File: config.mk
export PLATFORM = sky130hd
export DESIGN_NAME = sprite_fetch_ctrl
export DESIGN_NICKNAME = d
export VERILOG_FILES = /design/src/rtl/ppu_sprite_pkg.sv /design/src/rtl/sprite_pattern_addr.sv /design/src/rtl/sprite_fetch_ctrl.sv
export SDC_FILE = /design/constraint.sdc
export NUM_CORES = 1
export LEC_CHECK = 0
export CAP_MARGIN = 20
export CORE_UTILIZATION = 40
export CTS_CLUSTER_DIAMETER = 60
export CTS_CLUSTER_SIZE = 20
export DETAILED_ROUTE_END_ITERATION = 10
export PLACE_DENSITY_LB_ADDON = 0.25
export SLEW_MARGIN = 30
export SYNTH_ARGS = -nofsm -noshare
export SYNTH_HDL_FRONTEND = slang
export SYNTH_HIERARCHICAL = 1
export SYNTH_SLANG_ARGS = --single-unit
File: constraint.sdc
create_clock -name clk -period 1.66 [get_ports clk]
set_input_delay 0.498 -clock clk [delete_from_list [all_inputs] [get_ports clk]]
set_output_delay 0.498 -clock clk [all_outputs]
set_load 0.1 [all_outputs]
File: src/rtl/ppu_sprite_pkg.sv
// Shared encodings for the PPU sprite pattern fetch path: sequencer states,
// secondary-OAM field offsets, OAM attribute bit positions and buffer-attr packing.
package ppu_sprite_pkg;

  typedef enum logic [3:0] {
    ST_IDLE,
    ST_RD_Y,
    ST_RD_TILE,
    ST_RD_ATTR,
    ST_RD_X,
    ST_LO_ADDR,
    ST_LO_DATA,
    ST_HI_ADDR,
    ST_HI_DATA
  } fetch_state_t;

  localparam logic [1:0] OAM_Y    = 2'd0;
  localparam logic [1:0] OAM_TILE = 2'd1;
  localparam logic [1:0] OAM_ATTR = 2'd2;
  localparam logic [1:0] OAM_X    = 2'd3;

  localparam int unsigned ATTR_VFLIP = 7;
  localparam int unsigned ATTR_HFLIP = 6;
  localparam int unsigned ATTR_PRIO  = 5;

  localparam int unsigned DOTS_PER_SLOT = 8;

  // Sprite buffer attribute order: {hflip, priority, palette[1:0]}
  function automatic logic [3:0] pack_attr(input logic [7:0] attr);
    return {attr[ATTR_HFLIP], attr[ATTR_PRIO], attr[1:0]};
  endfunction

endpackage

File: src/rtl/sprite_pattern_addr.sv
// Pattern-table address generation for one sprite row: row offset, vertical
// flip and 8x8 / 8x16 table layout.
module sprite_pattern_addr (
  input  logic [7:0]  scanline,
  input  logic [7:0]  y,
  input  logic [7:0]  tile,
  input  logic        vflip,
  input  logic        sprite_16,
  input  logic        sprite_table,
  input  logic        plane,
  output logic [13:0] addr
);

  logic [7:0] dy;
  logic [3:0] row;

  always_comb begin
    dy  = scanline - y;
    row = dy[3:0];
    if (vflip) row = sprite_16 ? ~row : {row[3], ~row[2:0]};
    // 8x16 takes the table from tile[0]; row[3] picks the bottom tile
    if (sprite_16) addr = {1'b0, tile[0], tile[7:1], row[3], plane, row[2:0]};
    else           addr = {1'b0, sprite_table, tile, plane, row[2:0]};
  end

endmodule

File: src/rtl/sprite_fetch_ctrl.sv
// Per-line sprite pattern fetch sequencer (dots 257-320): walks secondary OAM,
// issues VRAM reads, loads the sprite buffers. Optional: SPRITE0_TRACK_EN.
module sprite_fetch_ctrl
  import ppu_sprite_pkg::*;
#(
  parameter int unsigned NUM_SLOTS = 8,
  parameter int unsigned VRAM_AW   = 14
) (
  input  logic                 clk,
  input  logic                 rst,
`ifdef SPRITE0_TRACK_EN
  input  logic                 sprite0_on_line,
  output logic                 sprite0_slot_valid,
`endif
  input  logic                 next_pixel,
  input  logic                 fetch_start,
  input  logic [7:0]           scanline,
  input  logic [3:0]           sprite_count,
  input  logic                 sprite_16,
  input  logic                 sprite_table,
  output logic [4:0]           soam_addr,
  input  logic [7:0]           soam_data,
  output logic [VRAM_AW-1:0]   vram_addr,
  output logic                 vram_rd,
  input  logic [7:0]           vram_data,
  output logic [NUM_SLOTS-1:0] pattern0_ld,
  output logic [NUM_SLOTS-1:0] pattern1_ld,
  output logic                 valid_out,
  output logic [3:0]           sprite_attr_out,
  output logic [7:0]           sprite_x_out,
  output logic [7:0]           pattern_out,
  output logic                 busy,
  output logic                 fetch_done
);

  fetch_state_t state, state_nx;

  logic [2:0]  slot, ld_slot;
  logic        slot_valid, vflip_q;
  logic [7:0]  y_q, tile_q, x_q;
  logic [3:0]  attr_q;
  logic        ld0_pend, ld1_pend, last_pend;
  logic        start, last_slot, cur_valid, plane;
  logic [13:0] pat_addr;
  logic [NUM_SLOTS-1:0] ld_mask;

  assign start     = (state == ST_IDLE) && fetch_start && !busy;
  assign last_slot = (slot == 3'(NUM_SLOTS - 1));
  assign cur_valid = ({1'b0, slot} < sprite_count);
  assign plane     = (state == ST_LO_DATA);
  assign ld_mask   = NUM_SLOTS'(1) << ld_slot;

  sprite_pattern_addr u_addr (
    .scanline     (scanline),
    .y            (y_q),
    .tile         (tile_q),
    .vflip        (vflip_q),
    .sprite_16    (sprite_16),
    .sprite_table (sprite_table),
    .plane        (plane),
    .addr         (pat_addr)
  );

  always_ff @(posedge clk) begin
    if (!rst) state <= ST_IDLE;
    else      state <= state_nx;
  end

  always_comb begin
    state_nx  = state;
    soam_addr = '0;
    case (state)
      ST_IDLE:    if (start) state_nx = ST_RD_Y;
      ST_RD_Y:    begin soam_addr = {slot, OAM_Y};    if (next_pixel) state_nx = ST_RD_TILE; end
      ST_RD_TILE: begin soam_addr = {slot, OAM_TILE}; if (next_pixel) state_nx = ST_RD_ATTR; end
      ST_RD_ATTR: begin soam_addr = {slot, OAM_ATTR}; if (next_pixel) state_nx = ST_RD_X;    end
      ST_RD_X:    begin soam_addr = {slot, OAM_X};    if (next_pixel) state_nx = ST_LO_ADDR; end
      ST_LO_ADDR: if (next_pixel) state_nx = ST_LO_DATA;
      ST_LO_DATA: if (next_pixel) state_nx = ST_HI_ADDR;
      ST_HI_ADDR: if (next_pixel) state_nx = ST_HI_DATA;
      ST_HI_DATA: if (next_pixel) state_nx = last_slot ? ST_IDLE : ST_RD_Y;
      default:    state_nx = ST_IDLE;
    endcase
  end

  always_ff @(posedge clk) begin
    if (!rst) begin
      slot <= '0;  ld_slot <= '0;  slot_valid <= 1'b0;
      y_q <= '0;  tile_q <= '0;  x_q <= '0;  attr_q <= '0;  vflip_q <= 1'b0;
      ld0_pend <= 1'b0;  ld1_pend <= 1'b0;  last_pend <= 1'b0;
      vram_addr <= '0;  vram_rd <= 1'b0;
      pattern0_ld <= '0;  pattern1_ld <= '0;
      valid_out <= 1'b0;  sprite_attr_out <= '0;  sprite_x_out <= '0;  pattern_out <= '0;
      busy <= 1'b0;  fetch_done <= 1'b0;
    end else begin
      vram_rd     <= 1'b0;
      pattern0_ld <= ld0_pend ? ld_mask : '0;
      pattern1_ld <= ld1_pend ? ld_mask : '0;
      fetch_done  <= last_pend;
      ld0_pend    <= 1'b0;
      ld1_pend    <= 1'b0;
      last_pend   <= 1'b0;
      if (last_pend) busy <= 1'b0;
      if (start) begin
        busy <= 1'b1;
        slot <= '0;
      end
      if (next_pixel) begin
        case (state)
          ST_RD_Y: begin
            slot_valid <= cur_valid;
            y_q        <= cur_valid ? soam_data : 8'hFF;
          end
          ST_RD_TILE: tile_q <= slot_valid ? soam_data : 8'hFF;
          ST_RD_ATTR: begin
            vflip_q <= soam_data[ATTR_VFLIP];
            attr_q  <= pack_attr(soam_data);
          end
          ST_RD_X: begin
            x_q       <= soam_data;
            vram_addr <= VRAM_AW'(pat_addr);
            vram_rd   <= 1'b1;
          end
          ST_LO_DATA, ST_HI_DATA: begin
            // Buses settle here; the strobe follows one clk later with them stable
            valid_out       <= slot_valid;
            sprite_attr_out <= attr_q;
            sprite_x_out    <= x_q;
            pattern_out     <= slot_valid ? vram_data : 8'h00;
            ld_slot         <= slot;
            if (state == ST_LO_DATA) begin
              ld0_pend  <= 1'b1;
              vram_addr <= VRAM_AW'(pat_addr);
              vram_rd   <= 1'b1;
            end else begin
              ld1_pend  <= 1'b1;
              last_pend <= last_slot;
              slot      <= last_slot ? 3'd0 : slot + 3'd1;
            end
          end
          default: ;
        endcase
      end
    end
  end

`ifdef SPRITE0_TRACK_EN
  logic s0_flag;

  always_ff @(posedge clk) begin
    if (!rst) begin
      s0_flag            <= 1'b0;
      sprite0_slot_valid <= 1'b0;
    end else begin
      if (start)     s0_flag <= sprite0_on_line;
      if (last_pend) sprite0_slot_valid <= s0_flag && (sprite_count != 4'd0);
    end
  end
`endif

endmodule

; Word-level counts from Yosys, hierarchy flattened
; Cells that the tools add are included.
[totals]
word_cells = 99
memories = 0
out_inout_bits = 59
regBits = 93
ram_bits = 0
mem_bits_ro = 0
latchBits = 0
[op_classes]
reduce_logical = 19
n_lt_le_gt_ge = 1
n_eq_ne = 19
add_sub_neg = 2
shifts = 1
muxes = 30
mul = 0
n_bitwise = 5
n_div = 0
[op_table]
columns = cell, count
row1 = 4-bit two-way mux, 12
row2 = 4-bit one-hot mux with 9 select lines, 1
row3 = 14-bit one-hot mux with 2 select lines, 1
row4 = 5-bit one-hot mux with 4 select lines, 1
row5 = "2-bit != test, second input constant", 9
row6 = "4-bit by 3-bit equality test with 1-bit output, second input constant", 4
row7 = 8-bit two-way mux, 2
row8 = 2-bit AND reduction, 8
row9 = 3-bit two-way mux, 5
row10 = 14-bit two-way mux, 1
row11 = 13-bit two-way mux, 1
row12 = 9-bit AND reduction, 1
row13 = "4-bit by 2-bit equality test with 1-bit output, second input constant", 2
row14 = "1-bit by 3-bit << shifter with 8-bit output, first input constant", 1
row15 = 3-bit AND reduction, 2
row16 = 1-bit two-way mux, 5
row17 = "4-bit by 1-bit equality test with 1-bit output, second input constant", 1
row18 = "4-bit equality test, second input constant", 1
row19 = 4-bit zero test, 1
row20 = 3-bit by 4-bit less-than comparator with 1-bit output, 1
row21 = 4-bit inverter, 1
row22 = 2-bit nonzero test, 2
row23 = 4-bit OR reduction, 1
row24 = 4-bit subtractor, 1
row25 = 9 further kinds, 12

; Longest topological paths before layout
; Gate-level depths: netlist of run 1.
[depth]
word_depth = 7
mapped_depth = 7
ltp_nobuf = 7

; Cells and area by module
; The synthesis of run 1 kept the hierarchy.
[modules_own_cells]
columns = module, n_inst, cells_per_inst, seq_area_each_um2, area_each_um2
row1 = sprite_fetch_ctrl, 1, 411, 1941.9, 3707.3
row2 = sprite_pattern_addr, 1, 30, 0.0, 247.7

; Worst setup path before layout of run 1
; No wires, ideal clock.
[synth_path]
path_type = reg2out
startpoint = register state[1]
endpoint = output soam_addr[0]
required_time_ns = 1.162
n_path_buf = 2
stages_incl_launch_ff = 5
arrival_time_ns = 2.908
setup_slack_ns = -1.746
path_cell_list = dfxtp_1 > buf_2 > buf_2 > xnor2_1 > nor3_1
[synth_via]
elab_chain_cells = 2
[synth_rtl]
columns = item, line_no
row1 = "start, declared", sprite_fetch_ctrl.sv:36  ; fetch_state_t state, state_nx;
row2 = "start signal, assigned", sprite_fetch_ctrl.sv:66  ; else state <= state_nx;
row3 = "4-bit by 3-bit equality test with 1-bit output, or another cell as far along", sprite_fetch_ctrl.sv:72  ; case (state)
row4 = 5-bit one-hot mux with 4 select lines (*), sprite_fetch_ctrl.sv:72
row5 = "end, declared", sprite_fetch_ctrl.sv:21  ; output logic [4:0] soam_addr,
; Mark *: on every way between the ends. The rest lies on a longest branch, timed or not.

; Final worst setup path of run 1
[layout_path]
startpoint = register state[1]
endpoint = output soam_addr[4]
; The elaborated chain is that of the path after synthesis.

==> flow_summary.ini, run 1 <==
[sta]
fin_skew_ns = 0.00757
rsz0062_at_grt = true
setup_viol = 29
timing.final.ws_setup_ns = -0.357
layout_min_cycle_time_ns = 2.02
hold_violations = 0
post-route-period-util = 1.21
max_freq_mhz = 496
drv_slew = 0

[cells_and_area]
syn_to_final_growth_pct = 57.7
fillers = 723
n_antenna_cell = 0
layout.nets = 570
instances_no_fill = 661
fin_util = 0.650
drive_above_1_share = 0.295
finalInstanceArea_um2 = 6010

[power_and_ir_drop]
p_per_area_nw_per_um2 = 766
leakage_nw = 2.25
ir_drop_uv = 502

[detailed_routing]
wl_met1_um = 4280
routed_wl_um = 9240
post_drt_via_cell_ratio = 4.93
vias = 3258
wl_met3_um = 400
drcViolationCount = 0
top_layer = met4
met2_length_um = 4470
drtAntennaViolNets = 0
first_iter_violations = 157
routedWlPerCell_um = 14.0
firstDrtPassIters = 4

[global_route]
grt_max_degree = 61
grt_pass1_vias = 3079
antenna_found_initial = 0
grt_pass1_wl_um = 14600
grt.overflow.total = 0
grt_use_total = 0.187

[worst_setup_path]
slowest_delay_ns = 0.38
critical_path_required_ns = 1.16
slowest_stage = dfxtp_4
worst_ep_arrival_time_ns = 1.52
crit_start = state[1]$_SDFFE_PN0P_
start_kind = flop
worst-path-max-fanout = 3
r2r-start = state[1]$_SDFFE_PN0P_
endpoint_kind = primary output
crit_type = flop to primary output
path_cells = buf_6 > nor3_4 > nor3_2 > and2_4 > buf_12

[hold_path]
hold_class = flop to flop
hp-start = x_q[1]$_SDFFE_PN0P_

[clock_network]
clockRootBuffer = clkbuf_8
path_clk_slew_ns = 0.09
cts_hold_buf = 0
htree_levels = 3
clock_path_buffers = 2
cts_made_buffers = 9
cts_num_sinks = 93
cts_tree = done
clkLatencyLatePin_ns = 0.36

[floorplan]
io_pins = 93
num_rows = 35
start_util = 0.412
core_um2 = 9240
die_w_um = 99.6
dieArea_um2 = 9920
fp.dieH_um = 99.6

[place]
routabilityCongestion = 0.848
placedCellCount = 637
post-dp-hpwl_um = 6260
placed_cell_area_um2 = 5540
portBuffers = 88

[logic_synthesis]
yosys_warnings = 6
synthCells = 429
postSynthAreaPerCell_um2 = 8.88
synth_nets = 471
netlist_area_um2 = 3810

[run_status]
violations = setup timing
status = finished with violations

[job]
maxCapViolCount = 0
[where the power goes]
group	internal (W)	leakage (nW)	total (W)	switching, W
registers	0.00227	0.753	0.00231	0.0000431
clock network	0.000887	0.105	0.00168	0.000797
logic	0.000293	1.39	0.000610	0.000318
[final cells by class]
class | instances | area [µm²] | share of cell area
Inverter | 15 | 56.3 | 0.00937
Sequential cell | 93 | 1870 | 0.312
Clock inverter | 5 | 83.8 | 0.0140
Timing Repair Buffer | 128 | 1920 | 0.319
Clock buffer | 10 | 138 | 0.0229
Tap cell | 129 | 161 | 0.0269
Multi-Input combinational cell | 281 | 1780 | 0.296
[sequential cells by signal, summed over array words and instances, names as in the netlist, 8 cells and up]
name and count:
pattern_out 8, tile_q 8, vram_addr 14, pattern1_ld 8, sprite_x_out 8, x_q 8, pattern0_ld 8
[final timing paths]
kind | end | slack (ns) | cells after the start
worst min register to register | sprite_x_out[1]$_SDFFE_PN0N_ | 0.45 | 2
worst max register to register | sprite_x_out[6]$_SDFFE_PN0N_ | -0.10 | 7
worst min-delay path | sprite_x_out[1]$_SDFFE_PN0N_ | 0.45 | 2
worst max-delay path | soam_addr[4] | -0.36 | 5
[cell usage in the layout (no fill, tap or decap), types with 7 or more instances in the layout]
cell	count
nand2_1	62
clkbuf_8	10
dfxtp_1	89
a21oi_1	24
buf_12	65
nor2_1	37
nand3_1	27
clkdlybuf4s50_1	27
nand3_2	11
a311oi_1	8
o21ai_1	20
inv_1	14
o21ai_0	10
buf_6	7
buf_4	24
[timing repair]
action,4_1_cts,5_1_grt
setup buffers,3,1
resized for setup,16,19
pin swaps,10,12
gates cloned,0,6
setup endpoints to repair,18,38
[metal layers]
layer	global-route usage	vias to the layer above
met2	0.308	96
met3	0.0506	8
li1	-	1635
met1	0.240	1519
met5	0	-
met4	0.0520	0
[worst max-delay path, delay by kind of cell (launching register included)]
family | cells | cell delay (ns)
AND/OR/NAND/NOR | 3 | 0.50
flip-flops | 1 | 0.38
buffers and inverters | 2 | 0.27
[metrics by stage]
| stage | setup TNS (ns) | setup WS, ns | hold WS (ns) | total power [W] |
|---|---|---|---|---|
| global route | -4.26 | -0.424 | 0.471 | 0.00480 |
| CTS | -1.56 | -0.345 | 0.448 | 0.00462 |
| global placement | -14.37 | -0.378 | 0.434 | 0.00292 |
| detailed placement | -14.70 | -0.418 | 0.437 | 0.00294 |
| floorplan | -0.591 | -0.361 | 0.425 | 0.00272 |
| finish | -3.02 | -0.357 | 0.446 | 0.00461 |
No activity file was read; power rests on OpenSTA's default activity.
==> inputs of run 2 (changes only) <==
--- a/config.mk
+++ b/config.mk
@@ -6,7 +6,7 @@
 export NUM_CORES = 1
 export LEC_CHECK = 0
 export CAP_MARGIN = 20
-export CORE_UTILIZATION = 40
+export CORE_UTILIZATION = 45
 export CTS_CLUSTER_DIAMETER = 60
 export CTS_CLUSTER_SIZE = 20
 export DETAILED_ROUTE_END_ITERATION = 10
==> flow_summary.ini, run 2 (synthesized netlist as in run 1, its figures left out) <==
[run_status]
status = finished with violations
violations = setup timing

[clock_network]
cts_made_buffers = 9
clockRootBuffer = clkbuf_8
clkLatencyLatePin_ns = 0.35
cts_tree = done
cts_hold_buf = 0
clock_path_buffers = 2
cts_num_sinks = 93
htree_levels = 3
path_clk_slew_ns = 0.09

[detailed_routing]
post_drt_via_cell_ratio = 5.14
drtAntennaViolNets = 0
first_iter_violations = 142
drcViolationCount = 0
firstDrtPassIters = 4
routed_wl_um = 9340
vias = 3297
routedWlPerCell_um = 14.5

[hold_path]
hp-start = x_q[6]$_SDFFE_PN0P_
hold_class = flop to flop

[worst_setup_path]
critical_path_required_ns = 1.16
start_kind = flop
endpoint_kind = primary output
crit_type = flop to primary output
worst_ep_arrival_time_ns = 1.46
crit_start = state[0]$_SDFFE_PN0P_
r2r-start = state[1]$_SDFFE_PN0P_
worst-path-max-fanout = 4

[global_route]
grt_pass1_wl_um = 14300
grt_pass1_vias = 3047
antenna_found_initial = 0
grt_max_degree = 49
grt_use_total = 0.209
grt.overflow.total = 0

[sta]
rsz0062_at_grt = true
layout_min_cycle_time_ns = 1.96
setup_viol = 29
tns_ns = -2.93
drv_slew = 0
fin_skew_ns = 0.0120
hold_violations = 0
post-route-period-util = 1.18
max_freq_mhz = 510
timing.final.ws_setup_ns = -0.299

[floorplan]
io_pins = 93
dieArea_um2 = 8840
start_util = 0.464
core_um2 = 8220
num_rows = 33
fp.dieH_um = 94.0
die_w_um = 94.0

[power_and_ir_drop]
leakage_nw = 2.28
ir_drop_uv = 424
p_per_area_nw_per_um2 = 749

[cells_and_area]
fillers = 559
n_antenna_cell = 0
largest_register = vram_addr
fin_util = 0.728
multi_input_area_um2 = 1780
final_common_cell = dfxtp_1
largest_reg_flops = 14
instances_no_fill = 642
layout.nets = 574
seq_area_um2 = 1870
drive_above_1_share = 0.294
layout_common_cells = dfxtp_1, buf_12, nand2_1, nor2_1, nand3_1
syn_to_final_growth_pct = 57.1

[place]
routabilityCongestion = 0.819
post-dp-hpwl_um = 6400
place_ws_ns = -0.457
portBuffers = 88
placedCellCount = 613

[job]
maxCapViolCount = 0
[run 2: power by group]
part           switching, W  total (W)  leakage, nW  internal (W)
Sequential        0.0000427    0.00231        0.753       0.00227
Combinational      0.000340   0.000672         1.43      0.000332
Clock              0.000797    0.00150        0.100      0.000704
Total               0.00118    0.00448         2.28       0.00330
[run 2: final cells by class]
type | count | area share
Multi-Input combinational cell | 281 | 0.298
Clock inverter | 7 | 0.0123
Clock buffer | 9 | 0.0207
Inverter | 15 | 0.00941
Tap cell | 105 | 0.0220
Timing Repair Buffer | 132 | 0.325
Sequential cell | 93 | 0.313
[run 2: worst paths after layout]
kind,endpoint,slack [ns],cells after the start
max,soam_addr[3],-0.30,5
min,sprite_x_out[6]$_SDFFE_PN0N_,0.45,2
max reg2reg,sprite_x_out[0]$_SDFFE_PN0N_,-0.09,7
min reg2reg,sprite_x_out[6]$_SDFFE_PN0N_,0.45,2
[run 2: repair_timing]
action | CTS | global route
cloned | 0 | 6
pin swaps | 19 | 16
endpoints found under the setup margin | 10 | 44
gates resized for setup | 15 | 19
buffers inserted | 6 | 2
[run 2: worst max-delay path, stage by stage (launching register included)]
cell and delay (ns):
dfxtp_4 0.38, nor2_4 0.13, nor2b_2 0.06, nor3_4 0.17, and2_4 0.20, buf_12 0.16
[run 2: metal layers]
layer,share of wire,GRT usage
met1,0.45,0.269
met2,0.50,0.341
met3,0.045,0.0526
met4,0.0090,0.0679
met5,0,0
[run 2: through the flow]
step,cell area (µm²),hold WS [ns],total power (W)
after global placement,5500,0.432,0.00293
after CTS,5790,0.450,0.00448
final,5980,0.453,0.00448
after global routing,5980,0.479,0.00466
after floorplan,3870,0.425,0.00272
after detailed placement,5500,0.440,0.00295
